**src/rtl/issue_ctrl.sv**
```systemverilog
// issue_ctrl: single-entry issue stage between the instruction buffer and
// the ALU / LS reservation slots. Holds one decoded instruction until its
// registers are hazard-free and its unit class has a free slot, then issues
// it to the lowest-index free slot. Tracks slot occupancy and pending writes.
// Optional feature macro: ISSUE_BYPASS_EN -- completions sampled on an edge
// feed that same edge's issue decision.
module issue_ctrl #(
    parameter int ALU_SLOTS  = 2,
    parameter int LS_SLOTS   = 2,
    parameter int OPT_WID    = 7,
    parameter int FUNCT3_WID = 3,
    parameter int REG_WID    = 5,
    parameter int XLEN       = 32
) (
    input  logic                  clk,
    input  logic                  rst_n,
    output logic                  ib_vacant_alu,
    output logic                  ib_vacant_ls,
    input  logic                  ib_valid,
    input  logic [OPT_WID-1:0]    ib_opt,
    input  logic [FUNCT3_WID-1:0] ib_funct,
    input  logic [REG_WID-1:0]    ib_rs1,
    input  logic [REG_WID-1:0]    ib_rs2,
    input  logic [REG_WID-1:0]    ib_rd,
    input  logic [XLEN-1:0]       ib_imm,
    output logic                  alu_valid,
    output logic                  ls_valid,
    output logic [1:0]            fu_slot,
    output logic [OPT_WID-1:0]    fu_opt,
    output logic [FUNCT3_WID-1:0] fu_funct,
    output logic [REG_WID-1:0]    fu_rs1,
    output logic [REG_WID-1:0]    fu_rs2,
    output logic [REG_WID-1:0]    fu_rd,
    output logic [XLEN-1:0]       fu_imm,
    input  logic                  alu_done,
    input  logic [1:0]            alu_done_slot,
    input  logic                  ls_done,
    input  logic [1:0]            ls_done_slot
);
    localparam int NUM_REGS = 1 << REG_WID;

    localparam logic [OPT_WID-1:0] OP_B = 7'b1100011;
    localparam logic [OPT_WID-1:0] OP_I = 7'b0010011;
    localparam logic [OPT_WID-1:0] OP_R = 7'b0110011;
    localparam logic [OPT_WID-1:0] OP_L = 7'b0000011;
    localparam logic [OPT_WID-1:0] OP_S = 7'b0100011;

    typedef enum logic {S_EMPTY, S_HOLD} state_t;
    state_t state, state_next;

    // Held instruction
    logic [OPT_WID-1:0]    h_opt;
    logic [FUNCT3_WID-1:0] h_funct;
    logic [REG_WID-1:0]    h_rs1, h_rs2, h_rd;
    logic [XLEN-1:0]       h_imm;

    // Occupancy, per-slot destination and pending-write tracking
    logic [ALU_SLOTS-1:0] alu_busy, alu_busy_clr, alu_busy_view, alu_busy_next, alu_grant;
    logic [LS_SLOTS-1:0]  ls_busy, ls_busy_clr, ls_busy_view, ls_busy_next, ls_grant;
    logic [REG_WID-1:0]   alu_rd [ALU_SLOTS];
    logic [REG_WID-1:0]   ls_rd  [LS_SLOTS];
    logic [NUM_REGS-1:0]  pending, pending_clr, pending_view, pending_next;

    logic       is_alu, is_ls, reads_rs2, writes_rd, hazard;
    logic       alu_free, ls_free, issue_alu, issue_ls;
    logic [1:0] alu_pick, ls_pick;

    // Decode the held opcode into unit class and register usage.
    // NOTE: every always_comb output gets a default first so no path can infer a latch.
    always_comb begin
        is_alu    = 1'b0;
        is_ls     = 1'b0;
        reads_rs2 = 1'b0;
        writes_rd = 1'b0;
        case (h_opt)
            OP_R: begin is_alu = 1'b1; reads_rs2 = 1'b1; writes_rd = 1'b1; end
            OP_I: begin is_alu = 1'b1; writes_rd = 1'b1; end
            OP_B: begin is_alu = 1'b1; reads_rs2 = 1'b1; end
            OP_L: begin is_ls  = 1'b1; writes_rd = 1'b1; end
            OP_S: begin is_ls  = 1'b1; reads_rs2 = 1'b1; end
            default: ;
        endcase
    end

    // Apply completion pulses; a done on a free or nonexistent slot changes nothing.
    always_comb begin
        alu_busy_clr = alu_busy;
        ls_busy_clr  = ls_busy;
        pending_clr  = pending;
        for (int i = 0; i < ALU_SLOTS; i++) begin
            if (alu_done && alu_done_slot == 2'(i) && alu_busy[i]) begin
                alu_busy_clr[i]        = 1'b0;
                pending_clr[alu_rd[i]] = 1'b0;
            end
        end
        for (int i = 0; i < LS_SLOTS; i++) begin
            if (ls_done && ls_done_slot == 2'(i) && ls_busy[i]) begin
                ls_busy_clr[i]        = 1'b0;
                pending_clr[ls_rd[i]] = 1'b0;
            end
        end
    end

`ifdef ISSUE_BYPASS_EN
    assign alu_busy_view = alu_busy_clr;
    assign ls_busy_view  = ls_busy_clr;
    assign pending_view  = pending_clr;
`else
    assign alu_busy_view = alu_busy;
    assign ls_busy_view  = ls_busy;
    assign pending_view  = pending;
`endif

    // Find the lowest-index free slot in each class (descending scan, last hit wins).
    always_comb begin
        alu_free  = 1'b0;
        alu_pick  = '0;
        alu_grant = '0;
        ls_free   = 1'b0;
        ls_pick   = '0;
        ls_grant  = '0;
        for (int i = ALU_SLOTS - 1; i >= 0; i--) begin
            if (!alu_busy_view[i]) begin
                alu_free     = 1'b1;
                alu_pick     = 2'(i);
                alu_grant    = '0;
                alu_grant[i] = 1'b1;
            end
        end
        for (int i = LS_SLOTS - 1; i >= 0; i--) begin
            if (!ls_busy_view[i]) begin
                ls_free     = 1'b1;
                ls_pick     = 2'(i);
                ls_grant    = '0;
                ls_grant[i] = 1'b1;
            end
        end
    end

    // x0 is never pending, so it cannot stall anything.
    assign hazard = (h_rs1 != '0 && pending_view[h_rs1])
                 || (reads_rs2 && h_rs2 != '0 && pending_view[h_rs2])
                 || (writes_rd && h_rd  != '0 && pending_view[h_rd]);

    // Next-state and issue decision; unknown opcodes are dropped without issue.
    always_comb begin
        state_next = state;
        issue_alu  = 1'b0;
        issue_ls   = 1'b0;
        case (state)
            S_EMPTY: if (ib_valid) state_next = S_HOLD;
            S_HOLD: begin
                if (!is_alu && !is_ls) begin
                    state_next = S_EMPTY;
                end else if (!hazard && ((is_alu && alu_free) || (is_ls && ls_free))) begin
                    issue_alu  = is_alu;
                    issue_ls   = is_ls;
                    state_next = S_EMPTY;
                end
            end
        endcase
    end

    // Occupancy and pending after this edge; a new writer's set beats a same-edge clear.
    always_comb begin
        alu_busy_next = alu_busy_clr | (issue_alu ? alu_grant : '0);
        ls_busy_next  = ls_busy_clr  | (issue_ls  ? ls_grant  : '0);
        pending_next  = pending_clr;
        if ((issue_alu || issue_ls) && writes_rd) pending_next[h_rd] = 1'b1;
        pending_next[0] = 1'b0;
    end

    // FSM state register.
    // NOTE: sequential state uses non-blocking assignments so every flop samples pre-edge values.
    always_ff @(posedge clk) begin
        if (!rst_n) state <= S_EMPTY;
        else        state <= state_next;
    end

    // Capture the instruction into the hold register when accepted.
    always_ff @(posedge clk) begin
        if (!rst_n) begin
            h_opt <= '0; h_funct <= '0; h_rs1 <= '0; h_rs2 <= '0; h_rd <= '0; h_imm <= '0;
        end else if (state == S_EMPTY && ib_valid) begin
            h_opt <= ib_opt; h_funct <= ib_funct; h_rs1 <= ib_rs1;
            h_rs2 <= ib_rs2; h_rd <= ib_rd; h_imm <= ib_imm;
        end
    end

    // Record each issued slot's destination register for clearing on completion.
    // NOTE: no reset here; a slot's rd is only ever read while its busy bit is set.
    always_ff @(posedge clk) begin
        for (int i = 0; i < ALU_SLOTS; i++)
            if (issue_alu && alu_grant[i]) alu_rd[i] <= writes_rd ? h_rd : '0;
        for (int i = 0; i < LS_SLOTS; i++)
            if (issue_ls && ls_grant[i]) ls_rd[i] <= writes_rd ? h_rd : '0;
    end

    // Tracking state and registered outputs (issue pulse, issued fields, vacancy).
    always_ff @(posedge clk) begin
        if (!rst_n) begin
            alu_busy      <= '0;
            ls_busy       <= '0;
            pending       <= '0;
            ib_vacant_alu <= 1'b1;
            ib_vacant_ls  <= 1'b1;
            alu_valid     <= 1'b0;
            ls_valid      <= 1'b0;
            fu_slot       <= '0;
            fu_opt <= '0; fu_funct <= '0; fu_rs1 <= '0; fu_rs2 <= '0; fu_rd <= '0; fu_imm <= '0;
        end else begin
            alu_busy      <= alu_busy_next;
            ls_busy       <= ls_busy_next;
            pending       <= pending_next;
            ib_vacant_alu <= (state_next == S_EMPTY) && !(&alu_busy_next);
            ib_vacant_ls  <= (state_next == S_EMPTY) && !(&ls_busy_next);
            alu_valid     <= issue_alu;
            ls_valid      <= issue_ls;
            if (issue_alu || issue_ls) begin
                fu_slot  <= issue_alu ? alu_pick : ls_pick;
                fu_opt   <= h_opt;
                fu_funct <= h_funct;
                fu_rs1   <= h_rs1;
                fu_rs2   <= h_rs2;
                fu_rd    <= h_rd;
                fu_imm   <= h_imm;
            end
        end
    end
endmodule

```
**config.mk**
```make
export PLATFORM = sky130hd
export DESIGN_NAME = issue_ctrl
export DESIGN_NICKNAME = d
export VERILOG_FILES = /design/src/rtl/issue_ctrl.sv
export SDC_FILE = /design/constraint.sdc
export NUM_CORES = 1
export LEC_CHECK = 0
export BUFFER_PORTS_ARGS = -buffer_cell sky130_fd_sc_hd__clkbuf_2
export CAP_MARGIN = 40
export CORE_MARGIN = 2
export CORE_UTILIZATION = 52
export DETAILED_ROUTE_END_ITERATION = 10
export PLACE_DENSITY = 0.77
export SKIP_LAST_GASP = 1
export SYNTH_ARGS = -nofsm -noshare
export SYNTH_HDL_FRONTEND = slang
export SYNTH_SLANG_ARGS = --single-unit
export TNS_END_PERCENT = 20
```
**constraint.sdc**
```tcl
create_clock -name clk -period 2.9 [get_ports clk]
set_input_delay 0.58 -clock clk [delete_from_list [all_inputs] [get_ports clk]]
set_output_delay 0.58 -clock clk [all_outputs]
set_load 0.1 [all_outputs]
```
Word-level counts from Yosys, hierarchy flattened

Memories as Yosys holds them, arrays and structs flattened.
Index checks and enable logic that the tools add are counted.

Register bits: 157
Memory bits (writable): 20
Input bits: 66
Output and inout port bits: 63
Word-level logic and storage cells: 177
Memories kept: 2

Memories:

| name   | depth | width | rd ports | clocked after Yosys merged registers in | wr ports | line | text |
|---|---|---|---|---|---|---|---|
| alu_rd | 2     | 5     | 2        | 0                                       | 1        | 60   | `logic [REG_WID-1:0] alu_rd [ALU_SLOTS];` |
| ls_rd  | 2     | 5     | 2        | 0                                       | 1        | 61   | `logic [REG_WID-1:0] ls_rd [LS_SLOTS];` |

Magnitude comparators: 12
Equality and inequality tests: 7
Multiplexer cells: 69
Bitwise logic cells: 13
Reduce and logical (&&, ||, !) cells: 52

Operator list:

| kind                                                              | number |
|---|---|
| 2-to-1 mux 32 bit                                                 | 5 |
| AND 32 bit                                                        | 4 |
| NOT 32 bit                                                        | 4 |
| 2-to-1 mux 1 bit                                                  | 43 |
| less-than comparator 5 x 6 -> 1 bit, second input constant        | 7 |
| bitwise OR 32 bit                                                 | 1 |
| logical AND 1 bit                                                 | 30 |
| demux 1 bit (select 5 bit)                                        | 5 |
| greater-or-equal comparator 5 x 1 -> 1 bit, second input constant | 5 |
| 2-to-1 mux 2 bit                                                  | 9 |
| binary-select mux 1 bit (select 5 bit)                            | 3 |
| 2-to-1 mux 5 bit                                                  | 3 |
| nonzero test 5 bit                                                | 3 |
| equality test 7 x 6 -> 1 bit, second input constant               | 2 |
| OR reduction 5 bit                                                | 2 |
| OR reduction 3 bit                                                | 3 |
| equality test 7 x 2 -> 1 bit, second input constant               | 1 |
| equality test 7 x 5 -> 1 bit, second input constant               | 1 |
| equality test 7 bit, second input constant                        | 1 |
| logical NOT 1 bit                                                 | 5 |
| equality test 2 x 1 -> 1 bit, second input constant               | 2 |
| logical NOT 2 bit                                                 | 2 |
| logical OR 1 bit                                                  | 4 |
| bitwise OR 2 bit                                                  | 2 |
| other kinds (4)                                                   | 6 |

Longest topological paths before layout

Word-level depth: 17
Mapped depth: 12
Gate-level depth less buffers: 7

Least setup slack after synthesis

Ideal clock, no wire load.

Path kind: register to register
From: register h_rd[1]
To: memory alu_rd[1][0], in the netlist alu_rd[0][5] (enable)
Setup time: 0.374 ns
Arrival time: 2.628 ns
Data required time: 2.526 ns
Setup slack: -0.101 ns
Cell stages (with the launch flop): 11
Buffers on the path: 3
Period minus slack after synthesis: 3.001 ns
Path through: dfxtp_1 clkbuf_1 mux4_2 or3b_1 o41a_1 o2111ai_1 and3_1 buf_6 buf_8 nand2_1 nor3_1

Cells in the longest elaborated chain, start to end: 14
Elaborated cells between the ends (all ways): 20
Those cells by class: mux (11); reduce/logical (9)

RTL lines:

| what                                                                         | line | text |
|---|---|---|
| start: declaration                                                           | 54   | `logic [REG_WID-1:0] h_rs1, h_rs2, h_rd;` |
| start signal: assignment                                                     | 186  | `h_rs2 <= ib_rs2; h_rd <= ib_rd; h_imm <= ib_imm;` |
| binary-select mux 1 bit (select 5 bit) or nonzero test 5 bit (tied branches) | 143  | `\|\| (writes_rd && h_rd != '0 && pending_view[h_rd]);` |
| 2-to-1 mux 1 bit (not written as such) or logical AND 1 bit (tied branches)  | 143  |  |
| logical AND 1 bit (*)                                                        | 143  |  |
| logical OR 1 bit (*)                                                         | 143  |  |
| logical NOT 1 bit (*)                                                        | 155  | `end else if (!hazard && ((is_alu && alu_free) \|\| (is_ls && ls_free))) begin` |
| logical AND 1 bit (*)                                                        | 155  |  |
| 2-to-1 mux 1 bit (*)                                                         | 155  |  |
| 2-to-1 mux 1 bit (*)                                                         | 153  | `if (!is_alu && !is_ls) begin` |
| 2-to-1 mux 1 bit (*)                                                         | 150  | `case (state)` |
| logical AND 1 bit                                                            | 194  | `if (issue_alu && alu_grant[i]) alu_rd[i] <= writes_rd ? h_rd : '0;` |
| 2-to-1 mux 1 bit (2 in series)                                               | 194  |  |
| OR reduction 5 bit (no line)                                                 | -    |  |
| 2-to-1 mux 1 bit (no line)                                                   | -    |  |
| end: declaration                                                             | 60   |  |

Every way passes the cells marked *; elsewhere a longest branch is shown, timed or not. The select of a mux whose other input is x is not followed.

Worst setup path in the final report

From: register h_rs1[1]
To: register pending[24]

Cells in the longest elaborated chain, start to end: 13
Elaborated cells between the ends (all ways): 17
Those cells by class: mux (9); reduce/logical (8)

RTL lines:

| what                                   | line | text |
|---|---|---|
| start: declaration                     | 54   |  |
| start signal: assignment               | 185  | `h_opt <= ib_opt; h_funct <= ib_funct; h_rs1 <= ib_rs1;` |
| binary-select mux 1 bit (select 5 bit) | 141  | `assign hazard = (h_rs1 != '0 && pending_view[h_rs1])` |
| 2-to-1 mux 1 bit (not written as such) | 141  |  |
| logical AND 1 bit (*)                  | 141  |  |
| logical OR 1 bit (*)                   | 142  | `\|\| (reads_rs2 && h_rs2 != '0 && pending_view[h_rs2])` |
| logical OR 1 bit (*)                   | 143  |  |
| logical NOT 1 bit (*)                  | 155  |  |
| logical AND 1 bit (*)                  | 155  |  |
| 2-to-1 mux 1 bit                       | 155  |  |
| 2-to-1 mux 1 bit                       | 153  |  |
| 2-to-1 mux 1 bit                       | 150  |  |
| logical OR 1 bit (*)                   | 169  | `if ((issue_alu \|\| issue_ls) && writes_rd) pending_next[h_rd] = 1'b1;` |
| logical AND 1 bit (*)                  | 169  |  |
| 2-to-1 mux 32 bit (*)                  | 169  |  |
| end signal: assignment                 | 214  | `pending <= pending_next;` |
| end: declaration                       | 62   | `logic [NUM_REGS-1:0] pending, pending_clr, pending_view, pending_next;` |

Marks and branches as above.
A chain may end at the register's enable or synchronous reset.

==> flow_summary.yaml <==
status:
  status: "finished clean"
clocking:
  cts_hold_repair.buffers: 0
  clk_latency_ns: 0.44
  worst_setup_hold_path_clk_slew_ns: 0.07
  numCtsBuffers: 17
  post_cts_buffers: 0
  tritoncts: "built"
  htreeDepth: 4
  clock-root-buffer: "clkbuf_16"
  cts_sink_cnt: 175
  cts-root-to-sink-buffers: 2
worst_setup_path:
  crit_path_max_fanout: 15
  cp_data_arrival_time_ns: 3.12
  critPathCaptureType: "flop"
  cp_data_required_time_ns: 3.25
  cp-start-kind: "flop"
  setup.worst_path.class: "flop to flop"
global_routing:
  first_global_vias: 7544
  grt_antenna_before_repair: 0
  grt_pass1_wl_mm: 40.3
  grtUsageTotal_pct: 29.3
  overflow: 0
  largest_net_degree_at_the_start_of_global_routing: 116
job:
  cap_viol_max_count: 0
synthesis:
  synth_top_cells_by_area: "dfxtp_1 (37%), nand2_1 (8.4%), a21oi_1 (7.6%), edfxtp_1 (7.1%), mux4_2 (5.1%)"
  ys_seq_elements: 175
  post-synth-top-count-cell: "nand2_1"
  synth_cell_area_um2: 8400
  synth_edf_count: 20
  yosysSeqAreaShare_pct: 44.1
  synth_largest_type_area_fraction_pct: 36.9
  ys.flop_type: "dfxtp_1"
  postSynth.asyncResetShare_pct: 0
  synth_area_per_cell_um2: 8.32
  ys_types: 67
  synth_commonest_cells: "nand2_1 (189), dfxtp_1 (155), a21oi_1 (127)"
  synth.yosys.warnings: 0
  gate_count_post_synth: 1010
  synth_fp_nets: 1076
  synth_largest_area_cell: "dfxtp_1"
sta:
  rsz_0062_raised_after_global_routing: "yes"
  postLayoutSetupSlackWorst_ns: 0.128
  drv_slew: 0
  setup_violations: 0
  post-route-period-util_pct: 95.6
  timing_hold_violations_final: 0
  worst_slew_margin_relative_to_its_limit_pct: 51.0
  worst_slew_pin_slew_ns: 0.734
  clock_skew_ns: 0.0120
  period_minus_slack_ns: 2.77
  max_clock_freq_mhz: 361
  final.hold.worst_slack_ns: 0.360
floorplan:
  boundaryPins: 129
  die-width_um: 131
  rows: 46
  die_boundary_height_um: 131
  die_area_um2: 17200
  floorplan.initialDensity_pct: 53.1
  fp.coreArea_um2: 15800
route:
  drt-pass1-iter-count: 6
  wl_per_cell_um: 19.0
  routed_wl_mm: 25.5
  detail_route.drc_violations: 0
  routed-via-count: 8264
  ant_nets: 0
  vias_per_cell: 6.13
  drt_iter0_drc: 870
hold_path:
  hold_path.class: "input pin to flop"
pwr:
  power.ir.vdd_worst_mv: 0.439
  power.leakage_nw: 3.62
  p_per_area_nw_per_um2: 538
finish:
  postLayoutCellArea_um2: 10000
  area_delta_synth_final_pct: 19.2
  antenna_cells: 0
  share_of_layout_cells_above_drive_strength_1_pct: 22.2
  final_net_count: 1185
  num-fill-cells: 1378
  post-route-util_pct: 63.2
  instances_no_fill: 1348
placed_design:
  placed_wire_length_estimate_after_detailed_placement_mm: 18.2
  gp_routability_congestion: 0.957
  dp_worst_setup_slack_ns: -0.0782
  total_instance_count_after_detailed_placement: 1316
  place_area_um2: 9340
  io_buffers: 127
==> placed cells by master, fill, tap and decap left out, types with 17 or more instances in the layout <==
master,instances
o21ai_0,65
nand2_1,189
dfxtp_1,153
edfxtp_1,20
o22ai_1,20
buf_4,47
a21oi_1,126
nor2_1,36
mux4_2,19
clkbuf_16,17
or3_1,17
clkbuf_2,127
nand4_1,17
o21ai_1,28
nand3_1,70
==> area by class of cell <==
type / count / area, µm² / area share [%]
Clock inverter: 15 / 238 / 2.37
Multi-Input combinational cell: 741 / 4290 / 42.9
Sequential cell: 175 / 3710 / 37.0
Tap cell: 216 / 270 / 2.70
Timing Repair Buffer: 177 / 1050 / 10.5
Clock buffer: 17 / 425 / 4.25
Inverter: 7 / 27.5 / 0.275
==> worst max-delay path, stage by stage, from the launching register on <==
cell	delay, ns
dfxtp_1	0.36
mux2_2	0.36
a221oi_1	0.34
o311ai_1	0.19
a2111oi_4	0.44
and3_4	0.31
buf_4	0.16
nand4b_4	0.25
o21ai_0	0.27
==> routing by layer <==
metal  track usage (%)  up-vias  wire length [µm]
li1                  -     3856                 -
met1              39.0     3893             10500
met2              45.8      438             11900
met3              7.25       77              2260
met4              11.8        0               896
met5                 0        -                 0
==> worst paths after layout <==
path | from | end | slack, ns | cells after the start
worst max-delay path | h_rs1[1]$_SDFFE_PN0P_ | pending[24]$_SDFF_PN0_ | 0.13 | 8
worst min-delay path | ib_imm[4] | h_imm[4]$_SDFFE_PN0P_ | 0.36 | 3
worst max register to register | h_rs1[1]$_SDFFE_PN0P_ | pending[24]$_SDFF_PN0_ | 0.13 | 8
worst min register to register | h_funct[0]$_SDFFE_PN0P_ | h_funct[0]$_SDFFE_PN0P_ | 0.46 | 2
==> kinds of logic after synthesis <==
| family | synth area share (%) |
|---|---|
| other | 0.0446 |
| buffers and inverters | 5.20 |
| DFF | 44.1 |
| muxes | 6.55 |
| and+or+nand+nor | 24.2 |
| AOI/OAI and AO/OA | 20.0 |
==> registers in the layout, summed over array words and instances (netlist names), 2 cells and up <==
signal,cells
fu_funct,3
h_imm,32
fu_rs2,5
fu_opt,7
pending,31
alu_rd,10
ls_busy,2
ls_rd,10
h_opt,7
fu_imm,32
alu_busy,2
fu_rd,5
h_rs2,5
h_rd,5
fu_rs1,5
h_rs1,5
h_funct,3
==> repair_timing <==
| action | CTS | global route |
|---|---|---|
| endpoints found under the setup margin | 37 | 41 |
| hold endpoints to repair | 0 | 0 |
| gates resized for setup | 2 | 3 |
| pin swaps | 0 | 2 |
==> where the power goes <==
group,internal [W],switching (W)
clock,0.00142,0.00110
sequential,0.00249,0.0000438
combinational,0.000128,0.000204
==> stage by stage <==
step	total power, W	setup TNS (ns)
floorplan	0.00279	0
global placement	0.00291	0
detailed placement	0.00292	-0.594
CTS	0.00540	0
global route	0.00554	-0.167
finish	0.00538	0
Power figures use the tool's default switching activity.
